### src/rtl/ies_control_fsm.sv
`default_nettype none
// ============================================================================
// Module   : ies_control_fsm
// Brief    : Multicycle fetch/decode/execute sequencer for the 16-bit IES.
// Revision : 1.0 - initial release
// ============================================================================
module ies_control_fsm #(
    parameter logic [7:0] FETCH_TIMEOUT = 8'd255
) (
    input  logic       clk,
    input  logic       reset,
    input  logic [3:0] op,
    input  logic       cmp_result,
    input  logic       mem_ready,
    input  logic       run,
    output logic       IRWrite,
    output logic       PCWrite,
    output logic       PCBranch,
    output logic       MemRead,
    output logic       MemWrite,
    output logic       RegR1,
    output logic       RegR2,
    output logic       RegW1,
    output logic       RegW2,
    output logic       ALUsrc,
    output logic       writeCR,
    output logic       cmpeq,
    output logic       cmpne,
    output logic       backup,
    output logic       restore,
    output logic [1:0] Regsrc,
    output logic [2:0] ALUop,
    output logic       halted,
    output logic       fault
);

    localparam logic [2:0] c_FETCH  = 3'd0;
    localparam logic [2:0] c_DECODE = 3'd1;
    localparam logic [2:0] c_EXEC   = 3'd2;
    localparam logic [2:0] c_MEM    = 3'd3;
    localparam logic [2:0] c_WB     = 3'd4;
    localparam logic [2:0] c_HALT   = 3'd5;

    localparam logic [3:0] c_OP_ADD   = 4'h0;
    localparam logic [3:0] c_OP_SUB   = 4'h1;
    localparam logic [3:0] c_OP_AND   = 4'h2;
    localparam logic [3:0] c_OP_OR    = 4'h3;
    localparam logic [3:0] c_OP_ADDI  = 4'h4;
    localparam logic [3:0] c_OP_LW    = 4'h5;
    localparam logic [3:0] c_OP_SW    = 4'h6;
    localparam logic [3:0] c_OP_SLT   = 4'h7;
    localparam logic [3:0] c_OP_IN    = 4'h8;
    localparam logic [3:0] c_OP_OUT   = 4'h9;
    localparam logic [3:0] c_OP_CMPEQ = 4'hA;
    localparam logic [3:0] c_OP_CMPNE = 4'hB;
    localparam logic [3:0] c_OP_CALL  = 4'hC;
    localparam logic [3:0] c_OP_RET   = 4'hD;
    localparam logic [3:0] c_OP_NOP   = 4'hE;
    localparam logic [3:0] c_OP_HALT  = 4'hF;

    localparam logic [1:0] c_SRC_ALU = 2'b00;
    localparam logic [1:0] c_SRC_IO  = 2'b01;
    localparam logic [1:0] c_SRC_MEM = 2'b10;
    localparam logic [1:0] c_SRC_RA  = 2'b11;

    localparam logic [2:0] c_ALU_ADD = 3'b000;
    localparam logic [2:0] c_ALU_SUB = 3'b001;
    localparam logic [2:0] c_ALU_SLT = 3'b100;

    logic [2:0] r_state;
    logic [3:0] r_op;
    logic [7:0] r_wait;
    logic       r_fault;

    logic [2:0] w_state_next;
    logic [7:0] w_wait_next;
    logic       w_mem_wait;
    logic       w_timeout;

    // A memory wait is only meaningful in the two states that touch memory.
    assign w_mem_wait = ((r_state == c_FETCH) || (r_state == c_MEM)) && !mem_ready;
    assign w_timeout  = w_mem_wait && (r_wait == (FETCH_TIMEOUT - 8'd1));

    // ------------------------------------------------------------------
    // Next-state logic
    // ------------------------------------------------------------------
    always_comb begin
        w_state_next = c_FETCH;
        case (r_state)
            c_FETCH: begin
                if (mem_ready) begin
                    w_state_next = c_DECODE;
                end else if (w_timeout) begin
                    w_state_next = c_HALT;
                end else begin
                    w_state_next = c_FETCH;
                end
            end
            c_DECODE: begin
                case (op)
                    c_OP_NOP:  w_state_next = c_FETCH;
                    c_OP_HALT: w_state_next = c_HALT;
                    default:   w_state_next = c_EXEC;
                endcase
            end
            c_EXEC: begin
                case (r_op)
                    c_OP_ADD, c_OP_SUB, c_OP_AND, c_OP_OR,
                    c_OP_ADDI, c_OP_IN:  w_state_next = c_WB;
                    c_OP_LW, c_OP_SW:    w_state_next = c_MEM;
                    default:             w_state_next = c_FETCH;
                endcase
            end
            c_MEM: begin
                if (mem_ready) begin
                    w_state_next = (r_op == c_OP_LW) ? c_WB : c_FETCH;
                end else if (w_timeout) begin
                    w_state_next = c_HALT;
                end else begin
                    w_state_next = c_MEM;
                end
            end
            c_WB: begin
                w_state_next = c_FETCH;
            end
            c_HALT: begin
                // A timeout fault pins the sequencer here until reset.
                w_state_next = (run && !r_fault) ? c_FETCH : c_HALT;
            end
            default: begin
                w_state_next = c_FETCH;
            end
        endcase
    end

    // ------------------------------------------------------------------
    // Memory wait counter: restarts on every state change or completed access
    // ------------------------------------------------------------------
    always_comb begin
        w_wait_next = r_wait;
        if (mem_ready || (w_state_next != r_state)) begin
            w_wait_next = 8'd0;
        end else if (w_mem_wait && (r_wait != FETCH_TIMEOUT)) begin
            w_wait_next = r_wait + 8'd1;
        end
    end

    always_ff @(posedge clk or posedge reset) begin
        if (reset) begin
            r_state <= c_FETCH;
            r_op    <= c_OP_NOP;
            r_wait  <= 8'd0;
            r_fault <= 1'b0;
        end else begin
            r_state <= w_state_next;
            r_wait  <= w_wait_next;
            if (w_timeout) begin
                r_fault <= 1'b1;
            end
            if (r_state == c_DECODE) begin
                r_op <= op;
            end
        end
    end

    // ------------------------------------------------------------------
    // Output decode; everything is held low while reset is asserted
    // ------------------------------------------------------------------
    always_comb begin
        IRWrite  = 1'b0;
        PCWrite  = 1'b0;
        PCBranch = 1'b0;
        MemRead  = 1'b0;
        MemWrite = 1'b0;
        RegR1    = 1'b0;
        RegR2    = 1'b0;
        RegW1    = 1'b0;
        RegW2    = 1'b0;
        ALUsrc   = 1'b0;
        writeCR  = 1'b0;
        cmpeq    = 1'b0;
        cmpne    = 1'b0;
        backup   = 1'b0;
        restore  = 1'b0;
        Regsrc   = c_SRC_ALU;
        ALUop    = c_ALU_ADD;
        halted   = 1'b0;
        fault    = 1'b0;
        if (!reset) begin
            fault = r_fault;
            case (r_state)
                c_FETCH: begin
                    MemRead = 1'b1;
                    IRWrite = mem_ready;
                    PCWrite = mem_ready;
                end
                c_DECODE: begin
                    RegR1 = 1'b1;
                    RegR2 = 1'b1;
                end
                c_EXEC: begin
                    case (r_op)
                        c_OP_ADD, c_OP_SUB, c_OP_AND, c_OP_OR: begin
                            ALUop = r_op[2:0];
                        end
                        c_OP_ADDI, c_OP_LW, c_OP_SW: begin
                            ALUsrc = 1'b1;
                            ALUop  = c_ALU_ADD;
                        end
                        c_OP_SLT: begin
                            ALUop   = c_ALU_SLT;
                            writeCR = 1'b1;
                        end
                        c_OP_IN, c_OP_OUT: begin
                            // Port transfers need no strobes here; IN writes back in WB.
                            RegW2 = 1'b0;
                        end
                        c_OP_CMPEQ, c_OP_CMPNE: begin
                            ALUop    = c_ALU_SUB;
                            cmpeq    = (r_op == c_OP_CMPEQ);
                            cmpne    = (r_op == c_OP_CMPNE);
                            PCBranch = cmp_result;
                            PCWrite  = cmp_result;
                        end
                        c_OP_CALL: begin
                            backup   = 1'b1;
                            PCWrite  = 1'b1;
                            PCBranch = 1'b1;
                        end
                        c_OP_RET: begin
                            restore = 1'b1;
                            Regsrc  = c_SRC_RA;
                            RegW1   = 1'b1;
                        end
                        default: begin
                            ALUop = c_ALU_ADD;
                        end
                    endcase
                end
                c_MEM: begin
                    MemRead  = (r_op == c_OP_LW);
                    MemWrite = (r_op == c_OP_SW);
                end
                c_WB: begin
                    RegW1 = 1'b1;
                    case (r_op)
                        c_OP_LW: Regsrc = c_SRC_MEM;
                        c_OP_IN: Regsrc = c_SRC_IO;
                        default: Regsrc = c_SRC_ALU;
                    endcase
                end
                c_HALT: begin
                    halted = 1'b1;
                end
                default: begin
                    halted = 1'b0;
                end
            endcase
        end
    end

endmodule
`default_nettype wire

### config.mk
export PLATFORM = sky130hd
export DESIGN_NAME = ies_control_fsm
export DESIGN_NICKNAME = d
export VERILOG_FILES = /design/src/rtl/ies_control_fsm.sv
export SDC_FILE = /design/constraint.sdc
export NUM_CORES = 1
export LEC_CHECK = 0
export ABC_AREA = 0
export CELL_PAD_IN_SITES_DETAIL_PLACEMENT = 2
export CELL_PAD_IN_SITES_GLOBAL_PLACEMENT = 2
export CORE_MARGIN = 5
export CORE_UTILIZATION = 36
export CTS_CLUSTER_SIZE = 30
export DETAILED_ROUTE_END_ITERATION = 7
export DONT_BUFFER_PORTS = 1
export PLACE_DENSITY = 0.75
export REMOVE_ABC_BUFFERS = 1
export SETUP_SLACK_MARGIN = 0.1
export SYNTH_ARGS = -nofsm -noshare
export SYNTH_HDL_FRONTEND = slang
export SYNTH_SLANG_ARGS = --single-unit
### constraint.sdc
create_clock -name clk -period 2.2 [get_ports clk]
set_input_delay 0.11 -clock clk [delete_from_list [all_inputs] [get_ports clk]]
set_output_delay 0.11 -clock clk [all_outputs]
set_load 0.02 [all_outputs]
==> flow_summary.yaml <==
worst_setup_path:
  arrival_ps: 2330
  critPathCaptureType: "register"
  start_kind: "register"
  worst-setup-path-type: "reg -> reg"
  required_ps: 2410
  critPathMaxFanout: 8
logic_synthesis:
  synth_compound_area_share_pct: 13.0
  yosys-mux-area-fraction_pct: 2.60
  avgSynthCellArea_sq_um: 8.28
  synth.area.top_cells: "dfrtp_1 25%, dfstp_2 6.1%, nor2_1 6.1%"
  ys_seq_area_share_pct: 31.1
  synth_area_sq_mm: 0.00130
  synthDistinctLibCells: 42
  synthCells: 157
  synth_seq_cells: 16
  synthAdderAreaFrac_pct: 5.77
  synth-warning-count: 0
  synthSimpleGateAreaFrac_pct: 33.5
  synth_area_leader_cell: "dfrtp_1"
  synth_top_family_by_area: "simple AND/OR/NAND/NOR gates"
  synth_edf_count: 0
  ys_async_sr_fraction_pct: 100
  ys.flop_type: "dfrtp_1"
  synthXorXnorAreaFrac_pct: 5.39
  synth_top_area_share_pct: 25.0
power:
  powerDensity_mw_per_mm2: 1100
  leakagePower_nw: 0.618
  ir_drop_v: 0.000391
route:
  ant_nets: 0
  dr.pass1.iters: 4
  routed-via-count: 1241
  vias_per_cell: 5.62
  drtIter0Drc: 26
  finalWirelength_mm: 4.44
  wl_per_cell_um: 20.1
  drc: 0
die:
  fp.dieH_um: 70.1
  rows: 21
  coreArea_sq_mm: 0.00342
  ioPinCount: 31
  die_w_um: 70.1
  initial_utilization_pct: 38.1
  dieArea_sq_mm: 0.00491
grt:
  track_usage_pct: 17.7
  grt_pass1_vias: 1409
  grt_max_degree: 17
  grt_pass1_wl_mm: 6.98
  grt_overflow: 0
  antenna_found_initial: 0
placed_design:
  gp_congestion: 0.769
  io_buffer_count: 0
  place_hpwl_mm: 3.19
  place_ws_ps: 24.3
  dp_cells: 206
clock_tree:
  path_clk_slew_ps: 100
  cts_made_buffers: 3
  clock_sinks: 16
  clk_latency_ps: 300
  cts_root_buf: "clkbuf_4"
  cts_tree: "yes"
  cts_buffer_depth: 2
  h-tree-depth: 1
sta:
  worstMarginPinSlew_ps: 770
  fmax_mhz: 472
  period_needed_ps: 2120
  finalSetupTns_ps: 0
  relSlewSlack_pct: 48.5
  rsz0062_at_grt: "true"
  clock_skew_ps: 5.85
  setup_violations: 0
  fin_crit_sh_pct: 96.4
  finalHoldViolCount: 1
  layout_setup_ws_ps: 79.6
  timing.hold.ws_ps: -0.304
  finalMaxSlewViolations: 0
job:
  maxCapViolCount: 0
finish:
  fin_cells: 221
  antennaDiodeCount: 0
  area_growth_pct: 24.5
  fill_cells: 383
  final_nets: 191
  layout_common_cells: "21 x nor2_1, 18 x buf_4, 12 x dfrtp_1"
  layout_commonest_cell: "nor2_1"
  drive_above_1_share_pct: 32.6
status:
  violations: "negative hold slack"
  status: "complete, but fails checks"
min_path:
  min_path_type: "in -> reg"
per-layer routing:
layer	track usage (%)	routed length, um	vias to the layer above
met5	0	0	-
met2	35.7	2530	32
met4	7.23	148	0
met3	2.87	195	13
li1	-	-	582
met1	17.4	1570	614
final timing paths:
path | start | to | slack, ps | cells past startpoint
worst min register to register | r_fault | r_fault | 490 | 1
worst max register to register | r_op[1] | r_wait[4] | 80 | 6
max in group asynchronous | reset | r_op[1] | 1650 | 3
worst max-delay path | r_op[1] | r_wait[4] | 80 | 6
worst min-delay path | mem_ready | r_state[2] | -0.3 | 2
min in group asynchronous | reset | r_wait[3] | 300 | 3
state kept, by name, indices dropped and copies added (netlist names):
name and cells:
r_state 3, r_wait 8, r_fault 1, r_op 4
worst max-delay path: stages (launching register included):
cell     delay [ps]
dfstp_2         620
inv_2            70
ha_4            210
and3_4          160
a211o_1         240
a221o_2         520
nor3_2          220
synthesized netlist by cell type (3+ instances only):
cell type and number:
nand3_1 8, mux2_2 3, dfstp_2 3, inv_1 8
nand2b_1 4, clkbuf_8 3, nor3_1 15, nor2b_1 4
a21oi_1 4, o21ai_0 5, nor2_1 21, and3_1 5
nor4_1 3, dfrtp_1 13, nand2_1 10, xnor2_1 7
clkbuf_1 3, ha_1 6, nand3b_1 3
through the flow:
| step | power (mW) | hold WS [ps] | instance area (sq um) | util, % |
|---|---|---|---|---|
| CTS | 1.65 | 6.08 | 1520 | 44.5 |
| detailed placement | 1.35 | 60.1 | 1370 | 40.1 |
| finish | 1.79 | -0.304 | 1620 | 47.4 |
| global route | 1.92 | -8.76 | 1620 | 47.4 |
| floorplan | 1.06 | 29.8 | 1220 | - |
| global placement | 1.30 | 45.8 | 1370 | 40.1 |
timing repair:
action                                  in CTS  in global routing
endpoints found under the hold margin       19                  0
gates resized for setup                     14                 11
pin swaps                                    3                 10
buffers inserted                             1                  6
endpoints found under the setup margin      10                 11
hold buffers                                 4                  0
layout make-up:
type,count,area [sq um],area share [%]
Multi-Input combinational cell,124,903,55.8
Sequential cell,16,405,25.0
Timing Repair Buffer,23,186,11.5
Tap cell,46,57.6,3.55
Clock buffer,4,36.3,2.24
Inverter,8,30.0,1.85
power by group:
group / switching (mW) / internal (mW) / leakage (nW)
registers: 0.0870 / 0.383 / 0.207
clock network: 0.0977 / 0.101 / 0.0210
logic: 0.678 / 0.440 / 0.390
cell families (layout without fill, tap and decap cells):
family                     count (synthesis)  count (layout)
adders and majority gates                  6               6
other                                      1               1
DFF                                       16              16
muxes                                      3               3
xor gates and xnor gates                   8               8
buffers and inverters                     17              35
AOI/OAI and AO/OA                         22              22
and+or+nand+nor                           84              84
(Power assumes the default switching activity.)
